## config.mk

```make
export PLATFORM = sky130hd
export DESIGN_NAME = alu_instr_sequencer
export DESIGN_NICKNAME = d
export VERILOG_FILES = /design/src/rtl/alu_instr_sequencer.sv
export SDC_FILE = /design/constraint.sdc
export NUM_CORES = 1
export LEC_CHECK = 0
export BUFFER_PORTS_ARGS = -buffer_cell sky130_fd_sc_hd__buf_4
export CORE_ASPECT_RATIO = 0.9
export CORE_MARGIN = 8
export CORE_UTILIZATION = 46
export DETAILED_ROUTE_END_ITERATION = 8
export HOLD_SLACK_MARGIN = 0.08
export MAX_ROUTING_LAYER = met4
export PLACE_DENSITY = 0.84
export SLEW_MARGIN = 20
export SYNTH_ARGS = -nofsm -noshare
export SYNTH_HDL_FRONTEND = slang
export SYNTH_SLANG_ARGS = --single-unit
```

## constraint.sdc

```tcl
create_clock -name clk -period 1.6 [get_ports clk]
set_input_delay 0.32 -clock clk [delete_from_list [all_inputs] [get_ports clk]]
set_output_delay 0.32 -clock clk [all_outputs]
set_load 0.01 [all_outputs]
```

## src/rtl/alu_instr_sequencer.sv

```systemverilog
// Micro-step control sequencer for a single-bus datapath.
// Walks one Ra <= Rb op Rc instruction through fetch T0-T2 and execute T3-T5.
module alu_instr_sequencer #(
  parameter int NUM_REGS = 16,
  parameter int IDX_W    = 4,
  parameter int OP_W     = 4
) (
  input  logic                clk,
  input  logic                clr,
  input  logic                start,
  input  logic [OP_W-1:0]     op,
  input  logic [IDX_W-1:0]    ra,
  input  logic [IDX_W-1:0]    rb,
  input  logic [IDX_W-1:0]    rc,
  input  logic                mem_ready,
  output logic                pc_out,
  output logic                mar_in,
  output logic                inc_pc,
  output logic                pc_in,
  output logic                read,
  output logic                mdr_in,
  output logic                mdr_out,
  output logic                ir_in,
  output logic                y_in,
  output logic                z_in,
  output logic                zlow_out,
  output logic [NUM_REGS-1:0] r_in,
  output logic [NUM_REGS-1:0] r_out,
  output logic [OP_W-1:0]     alu_op,
  output logic                busy,
  output logic                done
);

  localparam logic [2:0] S_IDLE = 3'd0;
  localparam logic [2:0] S_T0   = 3'd1;
  localparam logic [2:0] S_T1   = 3'd2;
  localparam logic [2:0] S_T2   = 3'd3;
  localparam logic [2:0] S_T3   = 3'd4;
  localparam logic [2:0] S_T4   = 3'd5;
  localparam logic [2:0] S_T5   = 3'd6;
  localparam logic [2:0] S_DONE = 3'd7;

  localparam logic [NUM_REGS-1:0] ONE = NUM_REGS'(1);

  logic [2:0]       state;
  logic [2:0]       state_nxt;
  logic [OP_W-1:0]  op_q;
  logic [IDX_W-1:0] ra_q;
  logic [IDX_W-1:0] rb_q;
  logic [IDX_W-1:0] rc_q;

  always_ff @(posedge clk) begin
    if (clr) begin
      state <= S_IDLE;
      op_q  <= '0;
      ra_q  <= '0;
      rb_q  <= '0;
      rc_q  <= '0;
    end else begin
      state <= state_nxt;
      if (state == S_IDLE && start) begin
        op_q <= op;
        ra_q <= ra;
        rb_q <= rb;
        rc_q <= rc;
      end
    end
  end

  always_comb begin
    state_nxt = state;
    unique case (state)
      S_IDLE:  state_nxt = start ? S_T0 : S_IDLE;
      S_T0:    state_nxt = S_T1;
      S_T1:    state_nxt = mem_ready ? S_T2 : S_T1;
      S_T2:    state_nxt = S_T3;
      S_T3:    state_nxt = S_T4;
      S_T4:    state_nxt = S_T5;
      S_T5:    state_nxt = S_DONE;
      S_DONE:  state_nxt = S_IDLE;
      default: state_nxt = S_IDLE;
    endcase
  end

  // One bus driver per step keeps the shared bus contention-free.
  always_comb begin
    pc_out   = 1'b0;
    mar_in   = 1'b0;
    inc_pc   = 1'b0;
    pc_in    = 1'b0;
    read     = 1'b0;
    mdr_in   = 1'b0;
    mdr_out  = 1'b0;
    ir_in    = 1'b0;
    y_in     = 1'b0;
    z_in     = 1'b0;
    zlow_out = 1'b0;
    r_in     = '0;
    r_out    = '0;
    alu_op   = '0;
    done     = 1'b0;
    unique case (state)
      S_T0: begin
        pc_out = 1'b1;
        mar_in = 1'b1;
        inc_pc = 1'b1;
        z_in   = 1'b1;
      end
      S_T1: begin
        zlow_out = 1'b1;
        pc_in    = 1'b1;
        read     = 1'b1;
        mdr_in   = mem_ready;
      end
      S_T2: begin
        mdr_out = 1'b1;
        ir_in   = 1'b1;
      end
      S_T3: begin
        r_out = ONE << rb_q;
        y_in  = 1'b1;
      end
      S_T4: begin
        r_out  = ONE << rc_q;
        alu_op = op_q;
        z_in   = 1'b1;
      end
      S_T5: begin
        zlow_out = 1'b1;
        r_in     = ONE << ra_q;
      end
      S_DONE:  done = 1'b1;
      default: ;
    endcase
  end

  assign busy = (state != S_IDLE);

endmodule

```

; Word level (Yosys, flattened, before mapping)
; Cells that the tools add are included.
[totals]
register_bits = 19
input_bits = 20
output_inout_bits = 49
word_cells = 34
[classes]
eq_ne = 7
shifts = 3
n_mux = 14
n_reduce_logical = 5
[op_table]
columns = op, count
row1 = 1-bit by 4-bit << shifter with 16-bit output (first input constant), 3
row2 = 16-bit one-hot mux with 2 select lines, 1
row3 = 3-bit one-hot mux with 8 select lines, 1
row4 = 16-bit two-way mux, 1
row5 = 3-bit == test (second input constant), 4
row6 = 1-bit two-way mux, 10
row7 = 3-bit by 2-bit == test with 1-bit output (second input constant), 2
row8 = 4-bit two-way mux, 1
row9 = 2-bit OR reduction, 2
row10 = 3-bit by 1-bit == test with 1-bit output (second input constant), 1
row11 = 3-bit logical NOT, 1
row12 = 3-bit nonzero test, 1
row13 = 1-bit logical AND, 1

; Longest topological paths before layout
[logic_depth]
ltp_word = 3
mapped_depth = 5
depth_no_buf = 2

; Worst setup path after synthesis
; OpenSTA, ideal clock, no wires.
[synth_path]
path_kind = register to output
startpoint = register state[0]
endpoint = output r_out[1]
t_arrival_ps = 1297
required_time_ps = 1280
slack_ps = -17
stages_incl_launch_ff = 5
path_buffers = 2
path_cell_list = dfxtp_1 -> buf_6 -> or4b_4 -> buf_6 -> o32ai_2
[synth_between]
elab_chain_len = 2
word_cells_on_any_way = 3
cone_classes = eq/ne: 2 / mux: 1
[synth_lines]
columns = element, line
row1 = "start, declared", 45  ; logic [2:0] state;
row2 = "start signal, assigned", 60  ; state <= state_nxt;
row3 = 3-bit == test, 102  ; unique case (state)
row4 = 16-bit one-hot mux with 2 select lines *, 102
row5 = "end, declared", 28  ; output logic [NUM_REGS-1:0] r_out,
; Mark *: on every way between the ends. The rest lies on a longest branch, timed or not.

; Worst setup path in the final report
[layout_path]
startpoint = register state[1]
endpoint = output r_out[5]
; Same word-level chain as after synthesis.

==> metrics.yaml <==
status: "finished, violations left"
violations: "negative setup slack"
vias: 1659
fin_cells: 295
layout_common_cells: "buf_4 (69), nand2b_1 (36), buf_6 (27), mux2i_1 (17), dfxtp_1 (10)"
htree_levels: 1
grt_pass1_wl_mm: 7.16
regArea_sq_um: 404
antenna-diode-count: 0
first_pass_iters: 4
setup_viol: 46
vias_per_cell: 5.62
clock_latency_ns: 0.30
peakVddDrop_uv: 421
fin_ws_ns: -0.395
worstSetupPathType: "reg2out"
die-area_sq_um: 5200
multiInputGateArea_sq_um: 1230
grt_max_degree: 36
worst-endpoint-required_ns: 1.28
core_area_sq_um: 3020
total_power_mw: 1.32
crit_fanout: 8
die_x_microns: 75.1
path_clk_slew_ns: 0.12
synth-seq-area-share: 0.263
grt_pass1_vias: 1494
drt_iter0_markers: 150
die_h_microns: 69.2
layout.nets: 274
p_int_mw: 0.885
tightest_slew_ns: 0.311
io_buffers: 68
rsz0062_at_grt: "yes"
placed_cells: 275
hold_class: "in2reg"
layout-drive-gt1-share: 0.632
skew_ns: 0.0119
cts_buffers: 3
areaGrowthSynthToFinish_pct: 79.2
netlist_area_sq_um: 1450
critPathMaxStageDelay_ns: 0.60
drc: 0
grt_usage: 0.172
p_sw_frac: 0.331
min_period_ns: 2.00
cp-end-kind: "output port"
start_util: 0.479
drv_slew: 0
clkSinkCount: 19
hpwlAfterDp_mm: 3.16
avgSynthCellArea_sq_um: 8.37
critPathBufInv: 1
ys_seq_elements: 19
cts_root_buf: "clkbuf_4"
ys_warn_count: 0
setup.worst_path.start_class: "register"
power_frac_comb: 0.375
synth_cells: 173
relSlewSlack: 0.793
clock_path_buffers: 2
pwr-share-seq: 0.442
synthDistinctLibCells: 31
setup_tns_ns: -9.44
grt_overflow: 0
cts_tree: "done"
timing.hold.ws_ns: 0.271
timing.fmax_mhz: 501
drv_cap: 0
drt-total-wl_mm: 5.95
cpMaxStageDelayCell: "or4b_4"
p_switching_mw: 0.437
min_period_over_period: 1.25
synth.net_count: 193
post_drt_wl_per_cell_microns: 20.2
nFillCells: 149
cp.arrival_ns: 1.68
worstPathCellList: "or4b_4 > o22ai_1 > buf_4"
gp_congestion: 0.993
layout_commonest_cell: "buf_4"
p_per_area_nw_per_um2: 510
rows: 19
antenna_left: 0
leakage_nw: 1.06
holdBufCountCts: 0
ios: 69
hold_viol_final: 0
p_clk_frac: 0.183
cpLargestDelayFamily: "simple AND/OR/NAND/NOR gates"
antenna_found_initial: 0
[cell families (layout without fill, tap and decap cells)]
logic type | after synthesis | after routing | share of synthesized area
buffers and inverters | 26 | 106 | 0.0985
flip-flops | 19 | 19 | 0.263
AO/OA/AOI/OAI | 20 | 20 | 0.105
multiplexers | 17 | 17 | 0.118
AND/OR/NAND/NOR | 91 | 91 | 0.416
[final timing paths]
check | startpoint | to | slack (ns) | depth (start not counted)
worst max register to register | state[1] | rc_q[1] | -0.02 | 6
worst min register to register | op_q[0] | op_q[0] | 0.48 | 2
worst max-delay path | state[1] | r_out[5] | -0.40 | 3
worst min-delay path | op[0] | op_q[0] | 0.27 | 3
[per-stage QoR]
stage | setup slack, ns | cell area, sq um | util
3_3_place_gp | -0.0635 | 2010 | 0.665
2_1_floorplan | -0.0170 | 1450 | -
6_report | -0.395 | 2590 | 0.859
5_1_grt | -0.436 | 2590 | 0.859
4_1_cts | -0.364 | 2290 | 0.758
3_5_place_dp | -0.0962 | 2010 | 0.665
[final cells by class]
type,instances,share of cell area
Tap cell,42,0.0203
Sequential cell,19,0.156
Inverter,4,0.00579
Clock buffer,3,0.00868
Clock inverter,1,0.00193
Multi-Input combinational cell,128,0.475
Timing Repair Buffer,98,0.332
[power groups by stage]
stage	registers [mW]	clock network, mW	logic [mW]
2_1_floorplan	0.549	0	0.235
3_3_place_gp	0.571	0	0.332
3_5_place_dp	0.575	0	0.339
4_1_cts	0.564	0.243	0.417
5_1_grt	0.592	0.273	0.519
6_report	0.585	0.242	0.495
[per-layer routing]
metal | part of all wire | track usage
met3 | 0.050 | 0.0202
met4 | 0.026 | 0.0554
met2 | 0.52 | 0.282
met5 | 0 | -
met1 | 0.40 | 0.208
[worst register-to-register path: stages (launching register included)]
cell and delay, ns:
dfxtp_4 0.37, buf_4 0.13, buf_6 0.13, buf_4 0.14, nor4b_4 0.29, buf_12 0.22, mux2i_1 0.24
[synthesized netlist by cell type, drive strengths merged]
cell / n / area (sq um)
buf: 12 / 90.1
dfxtp: 19 / 380
nand3b: 9 / 67.6
o22ai: 12 / 75.1
a21bo: 1 / 10.0
nor2: 7 / 26.3
nor4b: 3 / 26.3
nor3b: 2 / 15.0
nor3: 7 / 35.0
or4b: 1 / 13.8
nor4: 2 / 12.5
a21oi: 2 / 10.0
o32ai: 4 / 50.1
and3: 5 / 31.3
nand4b: 2 / 23.8
clkbuf: 10 / 37.5
a211oi: 1 / 7.51
mux2i: 17 / 170
inv: 4 / 15.0
nand3: 3 / 15.0
nand4bb: 3 / 33.8
or3: 3 / 18.8
nand2b: 38 / 238
nor2b: 1 / 6.26
or3b: 4 / 35.0
nand2: 1 / 3.75
[what timing repair did]
action / CTS / global route
endpoints found under the setup margin: 45 / 49
buffers inserted: 8 / 9
gates resized for setup: 38 / 60
pin swaps: 11 / 11
[sequential cells by signal, summed over array words and instances (netlist names)]
| signal | flops |
|---|---|
| ra_q | 4 |
| op_q | 4 |
| rb_q | 4 |
| rc_q | 4 |
| state | 3 |
No activity file was read; power rests on OpenSTA's default activity.
